==> config.mk <==
export PLATFORM = sky130hd
export DESIGN_NAME = guess_game_ctrl
export DESIGN_NICKNAME = d
export VERILOG_FILES = /design/src/rtl/guess_game_ctrl_pkg.sv /design/src/rtl/guess_game_ctrl_btn_sync_edge.sv /design/src/rtl/guess_game_ctrl.sv
export SDC_FILE = /design/constraint.sdc
export NUM_CORES = 1
export LEC_CHECK = 0
export ABC_AREA = 1
export BUFFER_PORTS_ARGS = -buffer_cell sky130_fd_sc_hd__buf_2
export CELL_PAD_IN_SITES_DETAIL_PLACEMENT = 1
export CELL_PAD_IN_SITES_GLOBAL_PLACEMENT = 2
export CORE_ASPECT_RATIO = 1.75
export CORE_UTILIZATION = 30
export CTS_BUF_LIST = sky130_fd_sc_hd__clkbuf_16
export DETAILED_ROUTE_END_ITERATION = 6
export GPL_TIMING_DRIVEN = 0
export PLACE_DENSITY_LB_ADDON = 0.1
export SYNTH_ARGS = -nofsm -noshare
export SYNTH_HDL_FRONTEND = slang
export SYNTH_SLANG_ARGS = --single-unit
==> constraint.sdc <==
create_clock -name clk -period 2.1 [get_ports clk]
set_input_delay 0.42 -clock clk [delete_from_list [all_inputs] [get_ports clk]]
set_output_delay 0.42 -clock clk [all_outputs]
set_load 0.1 [all_outputs]
==> src/rtl/guess_game_ctrl_pkg.sv <==
// Shared definitions for the number-guess sequencer: FSM state codes, comparator
// verdict codes and default widths.
package guess_game_ctrl_pkg;

  localparam int DW_DEF   = 17;
  localparam int CW_DEF   = 4;
  localparam int SYNC_DEF = 2;

  typedef enum logic [2:0] {
    ST_IDLE  = 3'd0,
    ST_ARMED = 3'd1,
    ST_WAIT  = 3'd2,
    ST_JUDGE = 3'd3,
    ST_WIN   = 3'd4,
    ST_LOSE  = 3'd5
  } state_t;

  localparam logic [1:0] CMP_EQ   = 2'b00;
  localparam logic [1:0] CMP_GT   = 2'b01;
  localparam logic [1:0] CMP_LT   = 2'b10;
  localparam logic [1:0] CMP_NONE = 2'b11;

endpackage

==> src/rtl/guess_game_ctrl_btn_sync_edge.sv <==
// Push-button conditioner: SYNC-flop synchroniser followed by a release detector
// that emits a one-cycle pulse once a press held for at least SYNC cycles ends.
module btn_sync_edge #(
  parameter int SYNC = 2
) (
  input  logic clk,
  input  logic reset,
  input  logic btn,
  output logic pulse
);

  localparam int HW = $clog2(SYNC + 1);

  logic [SYNC-1:0] sync_q;
  logic            prev;
  logic [HW-1:0]   held;
  logic            cur;

  assign cur = sync_q[SYNC-1];

  always_ff @(posedge clk or negedge reset) begin
    if (!reset) begin
      sync_q <= '0;
      prev   <= 1'b0;
      held   <= '0;
    end else begin
      sync_q <= {sync_q[SYNC-2:0], btn};
      prev   <= cur;
      // press length saturates at SYNC; shorter presses are treated as glitches
      if (!cur)
        held <= '0;
      else if (held != HW'(SYNC))
        held <= held + HW'(1);
    end
  end

  assign pulse = prev & ~cur & (held == HW'(SYNC));

endmodule

==> src/rtl/guess_game_ctrl.sv <==
// Number-guess sequencer: latches secret N and guess M, waits for the external
// comparator, records its verdict and counts attempts against the limit.
module guess_game_ctrl
  import guess_game_ctrl_pkg::*;
#(
  parameter int DW   = DW_DEF,
  parameter int CW   = CW_DEF,
  parameter int SYNC = SYNC_DEF
) (
  input  logic          clk,
  input  logic          reset,
  input  logic          submit_n,
  input  logic          submit_m,
  input  logic [DW-1:0] data_buffer,
  input  logic [CW-1:0] times_in,
  input  logic [1:0]    cmp_out,
  output logic [DW-1:0] n_value,
  output logic [DW-1:0] m_value,
  output logic [1:0]    verdict,
  output logic [CW-1:0] attempts,
  output logic [2:0]    state_o,
  output logic          win,
  output logic          lose
);

  state_t        state;
  logic [CW-1:0] limit;
  logic          ev_n;
  logic          ev_m;
  logic          seed;
  logic [CW-1:0] att_next;
  logic          lim_hit;

  function automatic logic [CW-1:0] sat_inc(input logic [CW-1:0] v);
    return (&v) ? v : v + CW'(1);
  endfunction

  btn_sync_edge #(.SYNC(SYNC)) u_sync_n (
    .clk   (clk),
    .reset (reset),
    .btn   (submit_n),
    .pulse (ev_n)
  );

  btn_sync_edge #(.SYNC(SYNC)) u_sync_m (
    .clk   (clk),
    .reset (reset),
    .btn   (submit_m),
    .pulse (ev_m)
  );

  // a new secret may be loaded from any resting state; it beats a same-cycle guess
  assign seed     = ev_n && (state == ST_IDLE || state == ST_ARMED ||
                             state == ST_WIN  || state == ST_LOSE);
  assign att_next = sat_inc(attempts);
  assign lim_hit  = (limit != '0) && (att_next >= limit);
  assign state_o  = state;

  always_ff @(posedge clk or negedge reset) begin
    if (!reset) begin
      state    <= ST_IDLE;
      n_value  <= '0;
      m_value  <= '0;
      limit    <= '0;
      verdict  <= CMP_NONE;
      attempts <= '0;
      win      <= 1'b0;
      lose     <= 1'b0;
    end else if (seed) begin
      n_value  <= data_buffer;
      limit    <= times_in;
      attempts <= '0;
      verdict  <= CMP_NONE;
      win      <= 1'b0;
      lose     <= 1'b0;
      state    <= ST_ARMED;
    end else begin
      case (state)
        ST_IDLE, ST_WIN, ST_LOSE: ;
        ST_ARMED: begin
          if (ev_m) begin
            m_value <= data_buffer;
            state   <= ST_WAIT;
          end
        end
        ST_WAIT: state <= ST_JUDGE;
        ST_JUDGE: begin
          if (cmp_out == CMP_NONE) begin
            state <= ST_ARMED;
          end else begin
            verdict  <= cmp_out;
            attempts <= att_next;
            // equality is honoured even on the final allowed attempt
            if (cmp_out == CMP_EQ) begin
              state <= ST_WIN;
              win   <= 1'b1;
            end else if (lim_hit) begin
              state <= ST_LOSE;
              lose  <= 1'b1;
            end else begin
              state <= ST_ARMED;
            end
          end
        end
        default: begin
          state <= ST_IDLE;
          win   <= 1'b0;
          lose  <= 1'b0;
        end
      endcase
    end
  end

endmodule

# Word level (Yosys, flattened, before mapping)
# Index checks and enable logic that the tools add are counted.
# totals
reg_bits	59
elab_cells	88
output_inout_bits	45
# classes
reduce_logical	17
n_eq_ne	20
n_addsub	3
n_bitwise	7
n_lt_le_gt_ge	1
mux	26
# op_table
cell	count
$mux W4	4
$mux W3	5
$ne A3 B3 Y1 const B	5
$mux W2	7
$ne A2 B2 Y1 const B	6
$pmux W3 S4	1
$reduce_and A4 Y1	2
$mux W1	7
$eq A2 B2 Y1 const B	3
$eq A3 B2 Y1 const B	2
$eq A3 B3 Y1 const B	2
$reduce_and A3 Y1	2
$reduce_or A5 Y1	1
$add A2 B1 Y2 const B	2
$add A4 B1 Y4 const B	1
$and A1 B1 Y1	4
$ge A4 B4 Y1	1
$pmux W1 S2	2
$reduce_and A2 Y1	2
$reduce_bool A4 Y1	1
$eq A3 B1 Y1 const B	1
$logic_not A3 Y1	1
$logic_or A1 B1 Y1	3
$not A1 Y1	3
other kinds (5)	6

# Logic depth before layout (Yosys ltp)
# Gate-level depths: netlist of run 1.
# depth
word_depth	9
depth_mapped	16
mapped_depth_nobuf	16

# Modules after synthesis
# Synthesis of run 1 repeated with hierarchy kept, for this count alone.
# unflattened
hier_cells	269
hier_area_um2	2701.3
# modules_own_cells
module	area_each_um2	seq_area_each_um2	instances	cells_per_inst
guess_game_ctrl	2333.5	1228.7	1	235
btn_sync_edge	183.9	125.1	2	17

# Least setup slack after synthesis of run 1
# No wires, ideal clock.
# synth_path
path_type	flip-flop to flip-flop
start	reg attempts[0]
end	reg state[2], in the netlist state_o[2]
arrival_ns	2.502
path_stages_with_launch	17
required_ns	1.980
n_path_buf	0
slack_ns	-0.523
period_less_slack_ns	2.623
path_cell_list	dfrtp_1 ha_1 nand2_1 nor2_1 inv_1 nand2_1 o21a_1 inv_1 ha_1 nand2_1 nand2_1 nand2_1 nand3_1 nand2_1 nand2_1 nand2_1 nand2_1
# synth_between
elab_chain_len	9
# synth_rtl
item	line	source
start, declared	guess_game_ctrl.sv:20	output logic [CW-1:0] attempts,
start signal, assigned	guess_game_ctrl.sv:92	attempts <= att_next;
$add A4 B1 Y4 / $reduce_and A4 Y1 (equally long branches)	guess_game_ctrl.sv:35	return (&v) ? v : v + CW'(1);
$mux W4 (*)	guess_game_ctrl.sv:35	
$ge A4 B4 Y1 (*)	guess_game_ctrl.sv:56	assign lim_hit = (limit != '0) && (att_next >= limit);
$logic_and A1 B1 Y1 (*)	guess_game_ctrl.sv:56	
$mux W3 (*)	guess_game_ctrl.sv:97	end else if (lim_hit) begin
$mux W3 (*)	guess_game_ctrl.sv:94	if (cmp_out == CMP_EQ) begin
$mux W3 (*)	guess_game_ctrl.sv:88	if (cmp_out == CMP_NONE) begin
$pmux W3 S4 (*)	guess_game_ctrl.sv:78	case (state)
$mux W3 (*)	guess_game_ctrl.sv:69	end else if (seed) begin
end signal, assigned	guess_game_ctrl.sv:89	state <= ST_ARMED;
end signal, assigned	guess_game_ctrl.sv:95	state <= ST_WIN;
end signal, assigned	guess_game_ctrl.sv:98	state <= ST_LOSE;
end, declared	guess_game_ctrl.sv:26	state_t state;
# Every way passes the cells marked *; elsewhere a longest branch is shown, timed or not.
# A chain may end at the register's enable or synchronous reset.

# Worst setup path after layout of run 1
# Ends and elaborated chain as after synthesis.

==> flow_metrics.env, run 1 <==
export IMPL_ys_seq_area_frac=0.5769
export IMPL_cpMaxStageDelayCell="dfrtp_4"
export IMPL_fin_crit_ps=1956
export IMPL_die_area_um2=8934
export IMPL_hold_violations=0
export IMPL_core_area_um2=8313
export IMPL_rows=44
export IMPL_multi_input_area_um2=932.1
export IMPL_startpoint_type="flop"
export IMPL_synth_enable_flop_cells=0
export IMPL_critical_path_required_ps=2310
export IMPL_maxSlewHeadroom=0.4791
export IMPL_instances_no_fill=467
export IMPL_drive_gt1_frac=0.3807
export IMPL_syn_nets=301
export IMPL_cts_tree="yes"
export IMPL_end_kind="flop"
export IMPL_fin_crit_sh=0.9312
export IMPL_firstDrtPassIters=4
export IMPL_worstSetupPathType="reg2reg"
export IMPL_die_width_um=71.88
export IMPL_drv_slew=0
export IMPL_holdBufCountCts=0
export IMPL_drt_total_wl_mm=6.440
export IMPL_yosysUniqueCellTypes=27
export IMPL_place_congestion=0.7326
export IMPL_grt_antenna_before_repair=0
export IMPL_clkSinkCount=59
export IMPL_hold_class="in2async"
export IMPL_worst_slew_pin_slew_ps=781.3
export IMPL_status="finished, final reports clean"
export IMPL_yosys_area_top_type="dfrtp_1"
export IMPL_path_cells="ha_4 -> nand2_4 -> nor2_4 -> inv_2 -> o21a_1 -> inv_1 -> ha_4 -> nand2_1 -> nand2_1 -> nand2_1 -> nand3_2 -> nand2_2 -> nand2_1 -> nand2_1 -> nand2_1"
export IMPL_wl_per_cell_um=13.79
export IMPL_cp_max_fo=5
export IMPL_synthTopCellsByArea="dfrtp_1 56%, nand2_1 8.6%, inv_1 6.6%"
export IMPL_area_growth_pct=32.80
export IMPL_drt_antenna_violating_nets=0
export IMPL_num_fill_cells=992
export IMPL_cts_max_level=3
export IMPL_ff_latch_area_um2=1489
export IMPL_clock_path_buffers=2
export IMPL_layout_nets=384
export IMPL_yosysTopAreaCellShare=0.5564
export IMPL_grt_pass1_wl_mm=10.75
export IMPL_max_cap_violations=0
export IMPL_vias_per_cell=4.471
export IMPL_fp_dieH_um=124.3
export IMPL_grt_pass1_vias=2259
export IMPL_final_common_cell="buf_2"
export IMPL_finalSetupTns_ps=0
export IMPL_ys_async_sr_fraction=1.000
export IMPL_clock_latency_ps=320
export IMPL_utilization=0.4095
export IMPL_track_usage=0.1600
export IMPL_crit_top_cell="nand2_1"
export IMPL_ys_ff_latch=59
export IMPL_drc=0
export IMPL_cts_made_buffers=9
export IMPL_synth_main_ff_cell="dfrtp_1"
export IMPL_yosys_warnings=0
export IMPL_placed_cell_area_um2=3098
export IMPL_initial_core_util=0.3084
export IMPL_ioPinCount=72
export IMPL_layout_common_cells="71 x buf_2, 57 x nand2_1, 53 x dfrtp_1"
export IMPL_root_buffer="clkbuf_16"
export IMPL_portBuffers=71
export IMPL_antenna_cells=0
export IMPL_cts_clk_slew_worst_paths_ps=50
export IMPL_design_area_um2=3405
export IMPL_syn_cell_area_um2=2564
export IMPL_dr_total_vias=2088
export IMPL_avgSynthCellArea_um2=9.602
export IMPL_drt_iter0_drc=68
export IMPL_syn_inst=267
export IMPL_hpwlAfterDp_mm=4.696
export IMPL_cpPeakStageDelay_ps=450
export IMPL_timing_fmax_mhz=511.4
export IMPL_fin_skew_ps=8.024
export IMPL_dp_cells=453
export IMPL_overflow=0
export IMPL_setup_viol=0
export IMPL_crit_arrival_ps=2160
export IMPL_grt_start_max_net_pins=60
worst max-delay path: cells and delay by family, from the launching register on:
family	cells	cell delay [ps]
compound gates	1	170
fa+ha+maj	2	360
flops	1	450
simple gates	10	720
buf+inv	2	140
registers in the layout, indices dropped and copies added, names as in the netlist, 3 cells and up:
signal and flops:
m_value 17, state_o 3, attempts 4, limit 4, n_value 17
synthesized netlist by cell type (4+ instances only):
cell,number
nand3_1,4
inv_1,45
nor2_1,8
nand2_1,59
dfrtp_1,57
nand2_2,7
o21ai_0,27
buf_6,4
o21ai_2,17
ha_1,7
a21oi_1,11
metrics by stage:
stage / hold WS, ps / setup WS, ps
2_1_floorplan: 124.4 / 13.79
3_3_place_gp: 333.0 / 1.368
3_5_place_dp: 341.9 / -6.988
4_1_cts: 198.7 / 25.43
5_1_grt: 196.6 / -30.14
6_report: 164.2 / 144.4
layout make-up:
type	count	share of cell area
tap	115	0.04226
timing repair buffer	72	0.1073
inverter	47	0.05182
clock inverter	4	0.004410
buffer	7	0.01691
multi-input combinational	154	0.2738
clock buffer	9	0.06615
sequential	59	0.4373
kinds of logic after synthesis:
family                     share of synthesized area
AOI/OAI and AO/OA                             0.1489
xor gates and xnor gates                    0.003417
DFF                                           0.5769
buffers and inverters                        0.09126
and+or+nand+nor                               0.1454
adders and majority gates                    0.03416
repair_timing:
| action | 4_1_cts | 5_1_grt |
|---|---|---|
| gates cloned | 0 | 0 |
| pin swaps | 0 | 4 |
| buffers inserted | 0 | 1 |
| setup endpoints to repair | 1 | 2 |
| resized for setup | 1 | 12 |
routing by layer:
metal  global-route usage  part of all wire  up-vias
met4              0.07612             0.019        0
met2               0.2802              0.54       49
met3              0.04207             0.046       11
met5                    0                 0        -
met1               0.1747              0.40     1020
li1                     -                 -     1008
final timing paths:
check                              startpoint  cells after the start            endpoint  slack [ps]
setup / recovery                  attempts[0]                     15          state_o[2]         140
hold / removal                          reset                      1    u_sync_m.held[1]         160
setup reg to reg                  attempts[0]                     15          state_o[2]         140
hold reg to reg            u_sync_n.sync_q[0]                      0  u_sync_n.sync_q[1]         350
max in group asynchronous               reset                      1         attempts[1]        1310
min in group clk                     submit_m                      1  u_sync_m.sync_q[0]         210
Power of run 1 is not shown: default switching activity piles up to over one toggle a cycle in this logic, so the estimate is an artifact.
==> inputs of run 2 (changes only) <==
--- a/config.mk
+++ b/config.mk
@@ -7,14 +7,16 @@
 export LEC_CHECK = 0
 export ABC_AREA = 1
 export BUFFER_PORTS_ARGS = -buffer_cell sky130_fd_sc_hd__buf_2
+export CAP_MARGIN = 20
 export CELL_PAD_IN_SITES_DETAIL_PLACEMENT = 1
 export CELL_PAD_IN_SITES_GLOBAL_PLACEMENT = 2
 export CORE_ASPECT_RATIO = 1.75
-export CORE_UTILIZATION = 30
+export CORE_UTILIZATION = 31
 export CTS_BUF_LIST = sky130_fd_sc_hd__clkbuf_16
 export DETAILED_ROUTE_END_ITERATION = 6
 export GPL_TIMING_DRIVEN = 0
 export PLACE_DENSITY_LB_ADDON = 0.1
+export SKIP_LAST_GASP = 1
 export SYNTH_ARGS = -nofsm -noshare
 export SYNTH_HDL_FRONTEND = slang
 export SYNTH_SLANG_ARGS = --single-unit
==> flow_metrics.env, run 2 (synthesis gave the netlist of run 1 again) <==
export IMPL_maxSlewHeadroom=0.4882
export IMPL_root_buffer="clkbuf_16"
export IMPL_critPathBufInv=2
export IMPL_dr_total_vias=2065
export IMPL_finalSetupTns_ps=0
export IMPL_area_growth_pct=33.43
export IMPL_cpPeakStageDelay_ps=500
export IMPL_layout_common_cells="71 x buf_2, 58 x nand2_1, 53 x dfrtp_1"
export IMPL_cp_top_family="simple AND/OR/NAND/NOR gates"
export IMPL_fin_crit_ps=1973
export IMPL_fp_dieH_um=122.3
export IMPL_met3_usage=0.06240
export IMPL_hold_class="in2async"
export IMPL_initial_core_util=0.3220
export IMPL_drt_iter0_drc=71
export IMPL_drc=8
export IMPL_timing_fmax_mhz=506.7
export IMPL_setup_viol=0
export IMPL_final_common_cell="buf_2"
export IMPL_hold_violations=0
export IMPL_overflow=0
export IMPL_grt_pass1_vias=2203
export IMPL_drt_antenna_violating_nets=0
export IMPL_startpoint_type="flop"
export IMPL_clkSinkCount=59
export IMPL_end_kind="flop"
export IMPL_portBuffers=71
export IMPL_fin_skew_ps=6.081
export IMPL_fin_crit_sh=0.9397
export IMPL_vias_per_cell=4.609
export IMPL_design_area_um2=3421
export IMPL_grt_busiest_layer="met2"
export IMPL_cpMaxStageDelayCell="dfrtp_4"
export IMPL_clock_latency_ps=330
export IMPL_status="complete, but fails checks"
export IMPL_max_cap_violations=0
export IMPL_clock_path_buffers=2
export IMPL_placed_cell_area_um2=3067
export IMPL_utilization=0.4296
export IMPL_holdBufCountCts=0
export IMPL_ff_latch_area_um2=1489
export IMPL_hpwlAfterDp_mm=4.648
export IMPL_cts_made_buffers=9
export IMPL_antenna_cells=0
export IMPL_firstDrtPassIters=6
export IMPL_reg_top3="m_value x17, n_value x17"
export IMPL_met1_usage=0.1784
export IMPL_grt_antenna_before_repair=0
export IMPL_place_congestion=0.7193
export IMPL_cts_clk_slew_worst_paths_ps=50
export IMPL_cts_max_level=3
export IMPL_critical_path_required_ps=2350
export IMPL_crit_arrival_ps=2220
export IMPL_drive_gt1_frac=0.3827
export IMPL_die_area_um2=8652
export IMPL_worst_slew_pin_slew_ps=767.7
export IMPL_num_fill_cells=940
export IMPL_cp_max_fo=4
export IMPL_drv_slew=0
export IMPL_worstSetupPathType="reg2reg"
export IMPL_r2r_slack_ps=130
export IMPL_grt_pass1_wl_mm=10.73
export IMPL_rows=43
export IMPL_grt_start_max_net_pins=60
export IMPL_path_cells="ha_4 -> or2_2 -> a21oi_2 -> inv_1 -> ha_4 -> nand2_1 -> inv_1 -> nand2_1 -> nand3_1 -> nand3_1 -> a21oi_1"
export IMPL_setup_ws_ps=126.6
export IMPL_wl_per_cell_um=14.40
export IMPL_die_width_um=70.75
export IMPL_dp_slack_ps=0.9359
export IMPL_layout_nets=387
export IMPL_multi_input_area_um2=913.4
export IMPL_ioPinCount=72
export IMPL_cts_tree="yes"
export IMPL_drt_total_wl_mm=6.453
export IMPL_globalRouteMet2Util=0.2927
export IMPL_track_usage=0.1675
export IMPL_core_area_um2=7963
export IMPL_violations="design-rule violations"
run 2: cell count changes in the layout (fill, tap and decap cells not counted), moves of 2 or more:
cell      change
buf_4         +3
clkinv_1      +2
clkinv_2      +2
inv_2         -2
run 2: layout make-up:
cell class | instances | share of cell area
repair buffers | 75 | 0.1134
multi-input cells | 154 | 0.2670
well taps | 90 | 0.03292
inverters | 47 | 0.05157
clock buffers | 9 | 0.06584
plain buffers | 7 | 0.01683
flip-flops and latches | 59 | 0.4353
clock inverters | 7 | 0.01719
run 2: final timing paths:
| path | start | to | cells past startpoint |
|---|---|---|---|
| worst max-delay path | attempts[1] | lose | 11 |
| worst max register to register | attempts[1] | lose | 11 |
| max in group asynchronous | reset | attempts[0] | 1 |
| worst min register to register | u_sync_n.sync_q[0] | u_sync_n.sync_q[1] | 0 |
| worst min-delay path | reset | u_sync_m.held[1] | 1 |
| min in group clk | submit_m | u_sync_m.sync_q[0] | 1 |
run 2: timing repair:
| action | in CTS | in global routing |
|---|---|---|
| resized for setup | 0 | 6 |
| setup endpoints to repair | 0 | 2 |
| setup buffers | 0 | 4 |
| endpoints found under the hold margin | 0 | 0 |
run 2: metrics by stage:
| stage | hold slack [ps] | cells |
|---|---|---|
| after floorplan | 124.4 | 267 |
| after global placement | 336.5 | 428 |
| after detailed placement | 336.4 | 428 |
| after CTS | 188.2 | 444 |
| after global routing | 185.8 | 448 |
| final | 168.8 | 448 |
run 2: worst reg2reg max path, delay by kind of cell (launching register included):
family / cells / cell delay (ps)
flops: 1 / 500
buf+inv: 2 / 140
fa+ha+maj: 2 / 440
compound gates: 2 / 290
simple gates: 5 / 530
run 2: metal layers:
metal  wire, µm  share of wire
met1       2551           0.40
met2       3419           0.53
met3        370          0.057
met4        111          0.017
met5          0              0
Power of run 2 is left out for the same reason.
